File: src/rtl/alu_exec_ctrl.sv
// Execute-stage sequencer for a combinational ALU.
// Accepts one decoded operation per request handshake and drives the ALU for
// one cycle. It keeps the architectural C/Z/S flags and returns the result to
// the register file over a valid/ready write-back port. A MUL can write back
// a second beat that carries the high byte.
module alu_exec_ctrl #(
  parameter int unsigned REG_ADDR_W = 3,
  parameter bit          MUL_HI_WB  = 1'b1
) (
  input  logic                  clk,
  input  logic                  rst,
  input  logic                  req_valid,
  output logic                  req_ready,
  input  logic [7:0]            req_opcode,
  input  logic [7:0]            req_op1,
  input  logic [7:0]            req_op2,
  input  logic [REG_ADDR_W-1:0] req_dest,
  output logic                  alu_enable,
  output logic [7:0]            alu_operation,
  output logic [7:0]            alu_op1,
  output logic [7:0]            alu_op2,
  output logic                  alu_cpu_carry,
  input  logic [7:0]            alu_result_l,
  input  logic [7:0]            alu_result_h,
  input  logic                  alu_carry,
  input  logic                  alu_zero,
  input  logic                  alu_sign,
  output logic                  wb_valid,
  input  logic                  wb_ready,
  output logic [REG_ADDR_W-1:0] wb_addr,
  output logic [7:0]            wb_data,
  output logic                  flag_c,
  output logic                  flag_z,
  output logic                  flag_s,
  output logic                  illegal_op,
  output logic                  busy
);

  typedef enum logic [1:0] {S_IDLE, S_EXEC, S_WB_L, S_WB_H} state_t;

  localparam logic [REG_ADDR_W-1:0] ADDR_ONE = 1;

  state_t                state;
  logic [7:0]            opcode_q;
  logic [7:0]            op1_q;
  logic [7:0]            op2_q;
  logic [REG_ADDR_W-1:0] dest_q;
  logic [7:0]            res_h_q;
  logic                  ready_q;

  // Two-operand ops are 0x88-0x9F. Single-operand ops are 0x01-0x0A and SETB/CLRB (0x60-0x6F).
  function automatic logic is_legal(input logic [7:0] op);
    return (op[7] && (op[6:1] >= 6'd4) && (op[6:1] <= 6'd15)) ||
           ((op >= 8'h01) && (op <= 8'h0A)) ||
           (op[7:4] == 4'h6);
  endfunction

  function automatic logic is_mul(input logic [7:0] op);
    return op[7:2] == 6'b100100;
  endfunction

  function automatic logic is_flag_only(input logic [7:0] op);
    return (op == 8'h04) || (op == 8'h05);
  endfunction

  function automatic logic is_carry_wr(input logic [7:0] op);
    return (op[7:2] == 6'b100010) || (op == 8'h02) || (op == 8'h04) ||
           (op == 8'h05) || (op == 8'h08) || (op == 8'h09);
  endfunction

  // The operand bus always shows the latched request, and carry-in is always the live C flag.
  assign alu_operation = opcode_q;
  assign alu_op1       = op1_q;
  assign alu_op2       = op2_q;
  assign alu_cpu_carry = flag_c;
  // Ready is held low while reset is active, even though its register resets to 1.
  assign req_ready     = ready_q & rst;

  // Sequencer FSM. Every handshake/strobe output is registered alongside the state.
  always_ff @(posedge clk or negedge rst) begin
    if (!rst) begin
      state      <= S_IDLE;
      opcode_q   <= '0;
      op1_q      <= '0;
      op2_q      <= '0;
      dest_q     <= '0;
      res_h_q    <= '0;
      flag_c     <= 1'b0;
      flag_z     <= 1'b0;
      flag_s     <= 1'b0;
      illegal_op <= 1'b0;
      alu_enable <= 1'b0;
      busy       <= 1'b0;
      ready_q    <= 1'b1;
      wb_valid   <= 1'b0;
      wb_addr    <= '0;
      wb_data    <= '0;
    end else begin
      illegal_op <= 1'b0;
      unique case (state)
        S_IDLE: begin
          if (req_valid) begin
            opcode_q <= req_opcode;
            op1_q    <= req_op1;
            op2_q    <= req_op2;
            dest_q   <= req_dest;
            if (is_legal(req_opcode)) begin
              state      <= S_EXEC;
              alu_enable <= 1'b1;
              busy       <= 1'b1;
              ready_q    <= 1'b0;
            end else begin
              illegal_op <= 1'b1;
            end
          end
        end
        S_EXEC: begin
          // wb_data doubles as the captured low result, so WB_L needs no extra copy.
          alu_enable <= 1'b0;
          res_h_q    <= alu_result_h;
          flag_z     <= alu_zero;
          flag_s     <= alu_sign;
          if (is_carry_wr(opcode_q)) flag_c <= alu_carry;
          if (is_flag_only(opcode_q)) begin
            state   <= S_IDLE;
            busy    <= 1'b0;
            ready_q <= 1'b1;
          end else begin
            state    <= S_WB_L;
            wb_valid <= 1'b1;
            wb_addr  <= dest_q;
            wb_data  <= alu_result_l;
          end
        end
        S_WB_L: begin
          if (wb_ready) begin
            if (MUL_HI_WB && is_mul(opcode_q)) begin
              state   <= S_WB_H;
              wb_addr <= dest_q + ADDR_ONE;
              wb_data <= res_h_q;
            end else begin
              state    <= S_IDLE;
              wb_valid <= 1'b0;
              wb_addr  <= '0;
              wb_data  <= '0;
              busy     <= 1'b0;
              ready_q  <= 1'b1;
            end
          end
        end
        S_WB_H: begin
          if (wb_ready) begin
            state    <= S_IDLE;
            wb_valid <= 1'b0;
            wb_addr  <= '0;
            wb_data  <= '0;
            busy     <= 1'b0;
            ready_q  <= 1'b1;
          end
        end
        default: state <= S_IDLE;
      endcase
    end
  end

endmodule

File: config.mk
export PLATFORM = sky130hd
export DESIGN_NAME = alu_exec_ctrl
export DESIGN_NICKNAME = d
export VERILOG_FILES = /design/src/rtl/alu_exec_ctrl.sv
export SDC_FILE = /design/constraint.sdc
export NUM_CORES = 1
export LEC_CHECK = 0
export CAP_MARGIN = 30
export CORE_UTILIZATION = 40
export CTS_BUF_LIST = sky130_fd_sc_hd__clkbuf_2 sky130_fd_sc_hd__clkbuf_4 sky130_fd_sc_hd__clkbuf_8
export CTS_CLUSTER_DIAMETER = 80
export DETAILED_ROUTE_END_ITERATION = 12
export DONT_BUFFER_PORTS = 1
export HOLD_SLACK_MARGIN = 0.15
export PLACE_DENSITY = 0.62
export REMOVE_ABC_BUFFERS = 1
export SLEW_MARGIN = 25
export SYNTH_ARGS = -nofsm -noshare
export SYNTH_HDL_FRONTEND = slang
export SYNTH_SLANG_ARGS = --single-unit
export TNS_END_PERCENT = 1
File: constraint.sdc
create_clock -name clk -period 2.3 [get_ports clk]
set_input_delay 0.46 -clock clk [delete_from_list [all_inputs] [get_ports clk]]
set_output_delay 0.46 -clock clk [all_outputs]
set_load 0.02 [all_outputs]
# After elaboration in Yosys (flattened, before gate mapping)
# Cells that the tools add are included.
word_totals:
  ff_bits: 56
  input_bits: 50
  out_inout_bits: 44
classes:
  add_sub_neg: 1
  magnitude_cmp: 4
  eq_ne: 18
  muxes: 37
  bitwise: 1
  reduce_logical: 21
op_table:
  columns: ["operator", "count"]
  rows:
  - ["2-to-1 mux 8 bit", 4]
  - ["case mux 8 bit (3 select lines)", 1]
  - ["equality test 8 x 3 -> 1 bit, second input constant", 2]
  - ["equality test 8 x 4 -> 1 bit, second input constant", 2]
  - ["2-to-1 mux 1 bit", 16]
  - ["inequality test 2 bit, second input constant", 7]
  - ["equality test 6 bit, second input constant", 2]
  - ["2-to-1 mux 2 bit", 6]
  - ["2-to-1 mux 3 bit", 4]
  - ["case mux 3 bit (3 select lines)", 1]
  - ["equality test 8 x 2 -> 1 bit, second input constant", 1]
  - ["greater-or-equal comparator 8 x 1 -> 1 bit, second input constant", 1]
  - ["<= comparator 8 x 4 -> 1 bit, second input constant", 1]
  - ["logical OR 1 bit", 8]
  - ["case mux 1 bit (4 select lines)", 2]
  - ["case mux 2 bit (4 select lines)", 1]
  - ["AND reduction 4 bit", 2]
  - ["greater-or-equal comparator 6 x 3 -> 1 bit, second input constant", 1]
  - ["<= comparator 6 x 4 -> 1 bit, second input constant", 1]
  - ["AND reduction 6 bit", 1]
  - ["AND reduction 5 bit", 1]
  - ["equality test 2 bit, second input constant", 2]
  - ["equality test 4 x 3 -> 1 bit, second input constant", 1]
  - ["AND reduction 2 bit", 2]
  - ["10 further kinds", 12]

# Logic depth before layout (Yosys ltp)
# Gate-level depths: netlist of run 1.
logic_depth:
  depth_word: 8
  mapped_depth: 5

# Least setup slack after synthesis of run 1
# No wires, ideal clock.
synth_path:
  kind: "register to register"
  startpoint: "register opcode_q[3] (netlist: alu_operation[3])"
  endpoint: "register ready_q"
  arrival_ps: 1654
  path_slack_ps: 565
  stages_incl_launch_ff: 5
  n_path_buf: 0
  path_cell_list: "dfrtp_1 -> or4b_4 -> a2bb2oi_1 -> and3_4 -> a211o_1"
synth_between:
  elab_chain_cells: 4
  word_cells_on_any_way: 7
  classes_between: "5 x eq/ne; 2 x reduce/logical"
synth_lines:
  columns: ["element", "line_no", "rtl"]
  rows:
  - ["start: declaration", "44", "logic [7:0] opcode_q;"]
  - ["start signal: assignment", "103", "opcode_q <= req_opcode;"]
  - ["equality test 8 x 3 -> 1 bit", "63", "return (op == 8'h04) || (op == 8'h05);"]
  - ["logical OR 1 bit", "63", null]
  - ["inequality test 2 bit (no line)", null, null]
  - ["AND reduction 6 bit (no line) *", null, null]
  - ["end signal: assignment", "94", "ready_q <= 1'b1;"]
  - ["end signal: assignment", "111", "ready_q <= 1'b0;"]
  - ["end signal: assignment", "127", "ready_q <= 1'b1;"]
  - ["end: declaration", "49", "logic ready_q;"]
# Mark *: on every way between the ends. The rest lies on a longest branch, timed or not.
# A chain may end at the register's enable or synchronous reset.

# Final worst setup path of run 1
layout_path:
  startpoint: "register opcode_q[3] (netlist: alu_operation[3])"
  endpoint: "register wb_addr[0]"
layout_between:
  elab_chain_cells: 4
  word_cells_on_any_way: 9
  classes_between: "4 x eq/ne; 3 x mux; 2 x reduce/logical"
layout_lines:
  columns: ["element", "line_no", "rtl"]
  rows:
  - ["equality test 6 bit or equality test 8 x 3 -> 1 bit (tied branches)", "59, 63", null]
  - ["2-to-1 mux 3 bit or logical OR 1 bit (tied branches)", "137, 63", null]
  - ["2-to-1 mux 3 bit or inequality test 2 bit (tied branches)", null, null]
  - ["case mux 3 bit (3 select lines) or AND reduction 4 bit (tied branches)", null, null]
  - ["end signal: assignment", "131", "wb_addr <= dest_q;"]
  - ["end signal: assignment", "139", "wb_addr <= dest_q + ADDR_ONE;"]
  - ["end: declaration", "30", "output logic [REG_ADDR_W-1:0] wb_addr,"]
# Parallel ways exist; a longest one is shown, timed or not. The select of a mux whose other input is x is not followed.

==> metrics, run 1 <==
Initial Util=41.6%; Commonest cells post-synth=dfrtp_1 (55), mux2_2 (50), a22o_1 (10); vias in the first global route=1,523; Max FO, Critical Path=13; Least-Margin Pin Slew=0.581 ns; dpl hpwl=3540 microns; Placer Congestion=0.785; critical path type=reg2reg; Yosys top cell by area=dfrtp_1; number of diodes=0; initial antenna violation count=0; TritonCTS clock tree=built; CTS Buf Count=5; syn avg cell area=13.8 sq um; DIE AREA=6510 sq um; pre-CTS setup slack=0.148 ns; CTS Sinks=56; status=complete, no violations; Die X=80.7 microns; proportion of layout cells with a drive suffix above 1=40.0%; Synth area leaders=dfrtp_1 (56%), mux2_2 (23%), a22o_1 (3.5%), buf_4 (1.5%), dfstp_2 (1.1%); post-synth top area share=55.6%; # setup viols final=0; Tcrit/Tclk final=88.3%; Die H=80.7 microns; top-count cell post-synth=dfrtp_1; Remaining DRCs=0; DR iter-0 viols=49; Post-synth EDFFs=0; FFs w/ async S/R, synth=100%; final core utilization=45.2%; core area=5960 sq um; Max-Cap Viols=0; Critical Path Start Type=flip-flop; Clock Skews=0.00755 ns; P per Cell Area=1070 nW/um^2; Worst slew margin=61.3%; Area growth syn-to-layout=8.85%; Cells after Synth=179; WHS Path Cells=1; Sum Neg Setup Slack=0 ns; Worst Reg-to-Reg Cells=4; I/O pin count=94; Routed wire per std cell=19.0 microns; final worst setup slack=0.270 ns; CTS max path bufs=2; RSZ-0062 raised after global routing=no; CP endpoint kind=flip-flop; Post-Synthesis Cell Area=2470 sq um; DR pass1 iterations=4; DRT antenna net count=0; largest net degree at the start of global routing=57; CP max-delay cell=or4b_4; post-synthesis sequential area ratio=56.7%; Yosys reg bits=56; fin crit period=2.03 ns; CP Data Arrival Time=2.27 ns; global-route wire length before repair=7550 microns; HP Class=in2reg; routed vias/inst=5.62; Worst path most repeated cell=mux2_2; # rows=28; clock latency on the worst-skew pair=0.30 ns; synth unique cells=41; post-CTS sizing=0; synth warn=0; Slew Limit Fails=0; Worst EP required=2.54 ns; Routed WL=4950 microns; Clk pin slew, worst setup/hold paths=0.09 ns; CTS Root Cell=clkbuf_8; worst stage delay on the critical path=0.59 ns; Total GRT Usage=15.8%; GRT overflow=0; leak pwr=1.13 nW; CP Cell Sequence=or4b_4 -> nor2_2 -> mux2_2 -> mux2_2; via count of the routed design=1,462; maximum clock frequency=493 MHz; H-tree levels=2; Synth Flop Type=dfrtp_1; Fin. Hold Viols=0; PortBufs=0; nets=236; maximum VDD drop=0.431 mV
## flip-flops by register name, indices dropped and copies added (netlist names), 2 cells and up
| signal | cells |
|---|---|
| alu_op1 | 8 |
| alu_operation | 8 |
| state | 2 |
| alu_op2 | 8 |
| dest_q | 3 |
| wb_addr | 3 |
| wb_data | 8 |
| res_h_q | 8 |
## layout make-up
class | count | area, sq um
Multi-Input combinational cell | 108 | 1000
Fill cell | 523 | 3260
Sequential cell | 56 | 1400
Timing Repair Buffer | 7 | 75.1
Inverter | 7 | 26.3
Tap cell | 75 | 93.8
Clock buffer | 7 | 96.3
## worst max-delay path, delay by kind of cell (launching register included)
kind,cells,cell delay (ns)
AND/OR/NAND/NOR,2,1.06
multiplexers,2,0.39
flip-flops,1,0.52
## per-stage QoR
stage	hold slack, ns	power (mW)	instances	instance area, sq um
final	0.305	2.88	260	2690
after global routing	0.284	3.05	260	2690
after CTS	0.292	2.91	260	2690
after detailed placement	0.167	2.33	251	2560
after global placement	0.166	2.28	251	2560
after floorplan	0.164	2.16	171	2420
## repair_timing
action	CTS	global route
buffers inserted	0	0
hold buffers	2	0
hold endpoints to repair	56	0
## routing by layer
layer	wire [microns]	GRT usage [%]	up-vias
met5	0	0	-
met1	2020	18.9	716
li1	-	-	666
met4	68	5.71	0
met2	2420	26.1	73
met3	440	5.68	7
## layout by cell type, fill, tap and decap left out, types with 3 or more instances in the layout
master,n
inv_1,7
a21oi_1,5
buf_4,5
clkbuf_8,7
a22o_1,10
nand2_1,3
dfrtp_1,55
o21ai_0,3
mux2_2,50
## kinds of logic (layout without fill, tap and decap cells)
group	after synthesis	count (layout)	synth area share, %
adders and majority gates	1	1	0.505
AOI/OAI and AO/OA	32	32	9.55
DFF	56	56	56.7
buffers and inverters	15	21	3.08
muxes	51	51	23.2
and+or+nand+nor	24	24	7.03
## power by group
part           switching, mW  total (mW)  internal [mW]
registers              0.493        1.78           1.29
logic                  0.219       0.550          0.331
clock network          0.285       0.554          0.269
total                  0.998        2.88           1.88
## final timing paths
path	from	end	slack, ns
hold / removal	req_op2[0]	alu_op2[0]	0.31
hold reg to reg	res_h_q[3]	res_h_q[3]	0.52
setup / recovery	alu_operation[3]	wb_addr[0]	0.27
max in group asynchronous	rst	ready_q	1.36
setup reg to reg	alu_operation[3]	wb_addr[0]	0.27
min in group asynchronous	rst	wb_valid	0.67
(Power assumes the default switching activity.)
==> run 2: changes to the inputs <==
--- a/config.mk
+++ b/config.mk
@@ -7,10 +7,11 @@
 export LEC_CHECK = 0
 export CAP_MARGIN = 30
 export CORE_UTILIZATION = 40
-export CTS_BUF_LIST = sky130_fd_sc_hd__clkbuf_2 sky130_fd_sc_hd__clkbuf_4 sky130_fd_sc_hd__clkbuf_8
+export CTS_BUF_LIST = sky130_fd_sc_hd__clkbuf_16
 export CTS_CLUSTER_DIAMETER = 80
 export DETAILED_ROUTE_END_ITERATION = 12
 export DONT_BUFFER_PORTS = 1
+export GPL_ROUTABILITY_DRIVEN = 0
 export HOLD_SLACK_MARGIN = 0.15
 export PLACE_DENSITY = 0.62
 export REMOVE_ABC_BUFFERS = 1
==> metrics, run 2 (synthesis gave the netlist of run 1 again) <==
Clock Skews=0.00534 ns; Design Area, Final=2730 sq um; Die X=80.7 microns; DR iter-0 viols=41; TritonCTS clock tree=built; fin cells=260; HP Class=in2reg; largest net degree at the start of global routing=57; CP Data Arrival Time=2.25 ns; RSZ-0062 raised after global routing=no; DIE AREA=6510 sq um; Inst Count DP=251; commonest non-fill, non-tap cells in the layout=dfrtp_1 (55), mux2_2 (50), a22o_1 (10), inv_1 (7); initial antenna violation count=0; Least-Margin Pin Slew=0.592 ns; Max-Cap Viols=0; routed vias/inst=5.62; dpl hpwl=3540 microns; fin crit period=2.03 ns; CTS Sinks=56; final worst setup slack=0.271 ns; number of diodes=0; CP endpoint kind=flip-flop; vias in the first global route=1,552; clock latency on the worst-skew pair=0.28 ns; DR pass1 iterations=4; PortBufs=0; postcts setup bufs=0; Routed wire per std cell=19.0 microns; commonest non-fill, non-tap cell in the layout=dfrtp_1; CTS Buf Count=5; Routed WL=4950 microns; Worst EP required=2.52 ns; pre-CTS setup slack=0.148 ns; Total GRT Usage=15.6%; Post-Place Cell Area=2560 sq um; proportion of layout cells with a drive suffix above 1=38.9%; P per Cell Area=1110 nW/um^2; Worst slew margin=60.5%; DRT antenna net count=0; Initial Util=41.6%; status=complete, no violations; core area=5960 sq um; Clk pin slew, worst setup/hold paths=0.07 ns; critical path type=reg2reg; Area growth syn-to-layout=10.3%; leak pwr=1.14 nW; via count of the routed design=1,461; Slew Limit Fails=0; Remaining DRCs=0; Tcrit/Tclk final=88.2%; GRT overflow=0; maximum VDD drop=0.475 mV; Sum Neg Setup Slack=0 ns; CTS Root Cell=clkbuf_16; Die H=80.7 microns; CTS max path bufs=2; Max FO, Critical Path=13; I/O pin count=94; global-route wire length before repair=7570 microns; maximum clock frequency=493 MHz; Post-CTS Hold Buffers=2; post-CTS sizing=0; Critical Path Start Type=flip-flop; H-tree levels=2; Fin. Hold Viols=0; # setup viols final=0; # rows=28; nets=236
[run 2: worst paths after layout]
path | start | endpoint | slack, ns | depth (start not counted)
min reg2reg | res_h_q[4] | res_h_q[4] | 0.51 | 1
max in group asynchronous | rst | ready_q | 1.33 | 2
min | req_op2[0] | alu_op2[0] | 0.33 | 1
max reg2reg | alu_operation[3] | wb_addr[0] | 0.27 | 4
min in group asynchronous | rst | alu_operation[5] | 0.70 | 2
max | alu_operation[3] | wb_addr[0] | 0.27 | 4
[run 2: layout make-up]
cell class                 instances  area, sq um
fill                             519         3230
clock inverter                     2         7.51
clock buffer                       5          125
multi-input combinational        108         1000
sequential                        56         1400
timing repair buffer               7         75.1
tap                               75         93.8
inverter                           7         26.3
[run 2: through the flow]
| step | power (mW) | utilization (%) | hold slack [ns] |
|---|---|---|---|
| finish | 3.02 | 45.8 | 0.327 |
| global route | 3.19 | 45.8 | 0.319 |
| CTS | 3.05 | 45.8 | 0.321 |
| detailed placement | 2.33 | 42.9 | 0.167 |
| global placement | 2.28 | 42.9 | 0.166 |
| floorplan | 2.16 | - | 0.164 |
[run 2: worst max-delay path, cell delays in order (launching register included)]
cell and delay, ns:
dfrtp_1 0.51, or4b_4 0.59, nor2_2 0.47, mux2_2 0.25
mux2_2 0.14
[run 2: report_power, final]
part / total, mW / internal (mW) / switching [mW]
combinational: 0.551 / 0.331 / 0.220
clock: 0.689 / 0.390 / 0.299
sequential: 1.78 / 1.29 / 0.493
[run 2: routing by layer]
layer | track usage, % | routed length (microns)
met4 | 5.36 | 73
met1 | 18.9 | 2010
met5 | 0 | 0
met3 | 4.55 | 428
met2 | 26.4 | 2430
==> run 3: changes to the inputs <==
--- a/config.mk
+++ b/config.mk
@@ -6,14 +6,13 @@
 export NUM_CORES = 1
 export LEC_CHECK = 0
 export CAP_MARGIN = 30
-export CORE_UTILIZATION = 40
+export CORE_UTILIZATION = 60
 export CTS_BUF_LIST = sky130_fd_sc_hd__clkbuf_16
 export CTS_CLUSTER_DIAMETER = 80
 export DETAILED_ROUTE_END_ITERATION = 12
 export DONT_BUFFER_PORTS = 1
 export GPL_ROUTABILITY_DRIVEN = 0
-export HOLD_SLACK_MARGIN = 0.15
-export PLACE_DENSITY = 0.62
+export PLACE_DENSITY = 0.84
 export REMOVE_ABC_BUFFERS = 1
 export SLEW_MARGIN = 25
 export SYNTH_ARGS = -nofsm -noshare
==> metrics, run 3 (synthesis gave the netlist of run 1 again) <==
I/O pin count=94; Inst Count DP=223; combinational cell fraction of total power=17.5%; Routed wire per std cell=20.9 microns; global-route wire length before repair=7710 microns; largest net degree at the start of global routing=56; dpl hpwl=3330 microns; status=complete, no violations; commonest non-fill, non-tap cell in the layout=dfrtp_1; DRT antenna net count=0; Worst slew margin=63.2%; pre-CTS setup slack=0.236 ns; # rows=22; CTS Sinks=56; final core utilization=71.2%; via count of the routed design=1,475; postcts setup bufs=0; # setup viols final=0; DIE AREA=4390 sq um; Clock Skews=0.00562 ns; Fill cells=274; PortBufs=0; Max-Cap Viols=0; Switching Power=1.05 mW; critical path type=reg2reg; area of the multi-input gates=996 sq um; Total GRT Usage=24.0%; CTS Root Cell=clkbuf_16; CTS Buf Count=5; FF+latch area=1400 sq um; Hold Slack=0.0292 ns; routed vias/inst=6.30; CP Data Arrival Time=2.27 ns; Remaining DRCs=0; Area growth syn-to-layout=9.25%; Max FO, Critical Path=8; CTS max path bufs=2; leak pwr=1.14 nW; nets=236; RSZ-0062 raised after global routing=no; H-tree levels=2; Clk pin slew, worst setup/hold paths=0.07 ns; final worst setup slack=0.201 ns; DR iter-0 viols=120; Routed WL=4890 microns; number of diodes=0; Sum Neg Setup Slack=0 ns; Least-Margin Pin Slew=0.551 ns; Pint=2.02 mW; fin cells=234; Worst EP required=2.47 ns; DR pass1 iterations=4; vias in the first global route=1,555; Switching Share=34.3%; maximum clock frequency=476 MHz; initial antenna violation count=0; Initial Util=65.2%; GRT overflow=0; clock latency on the worst-skew pair=0.29 ns; proportion of layout cells with a drive suffix above 1=39.2%; P per Cell Area=1130 nW/um^2; Tcrit/Tclk final=91.3%; core area=3800 sq um; commonest non-fill, non-tap cells in the layout=dfrtp_1 (55), mux2_2 (50), a22o_1 (10), inv_1 (7); Die H=66.2 microns; maximum VDD drop=0.762 mV; fin crit period=2.10 ns; power share of the sequential group=58.6%; Fin. Hold Viols=0; clock power share=24.0%; Slew Limit Fails=0; Critical Path Start Type=flip-flop; TritonCTS clock tree=built; HP Class=in2async; Die X=66.2 microns; CP endpoint kind=flip-flop
## run 3: path summary, 6_finish.rpt
| path | from | endpoint | slack, ns | cells after the start |
|---|---|---|---|---|
| worst min-delay path | rst | alu_cpu_carry | 0.03 | 1 |
| worst max-delay path | alu_operation[3] | wb_data[3] | 0.20 | 5 |
| max in group asynchronous | rst | ready_q | 1.72 | 1 |
| worst max register to register | alu_operation[3] | wb_data[3] | 0.20 | 5 |
| min in group clk | alu_result_h[5] | res_h_q[5] | 0.32 | 1 |
| worst min register to register | res_h_q[5] | res_h_q[5] | 0.52 | 1 |
## run 3: metrics by stage
step,cell area [sq um],power [mW]
6_report,2700,3.07
5_1_grt,2700,3.21
4_1_cts,2690,3.08
3_5_place_dp,2510,2.32
3_3_place_gp,2510,2.27
2_1_floorplan,2420,2.16
## run 3: layout make-up
type | count | share of cell area (%)
Sequential cell | 56 | 51.9
Multi-Input combinational cell | 108 | 36.8
Clock buffer | 5 | 4.63
Timing Repair Buffer | 7 | 2.78
Tap cell | 48 | 2.22
Inverter | 7 | 0.972
Clock inverter | 3 | 0.694
## run 3: worst max-delay path: stages, from the launching register on
cell and delay [ns]:
dfrtp_1 0.52, nor4b_1 0.52, a21bo_2 0.27, o21ai_1 0.16, buf_4 0.22, mux2_2 0.28
## run 3: timing repair
action                                 CTS  global route
hold buffers                             1             1
endpoints found under the hold margin   55             1
gates resized for setup                  0             0
## run 3: power by group through the flow
stage / Clock (mW) / Sequential (mW) / Combinational [mW]
6_report: 0.736 / 1.80 / 0.535
5_1_grt: 0.786 / 1.84 / 0.587
4_1_cts: 0.743 / 1.80 / 0.534
3_5_place_dp: 0 / 1.81 / 0.507
3_3_place_gp: 0 / 1.80 / 0.471
2_1_floorplan: 0 / 1.74 / 0.421
## run 3: layer usage
metal	GRT usage (%)	vias up	wire length, microns
met3	7.76	12	356
met4	10.4	0	97
li1	-	662	-
met5	0	-	0
met2	38.9	61	2550
met1	29.4	740	1890
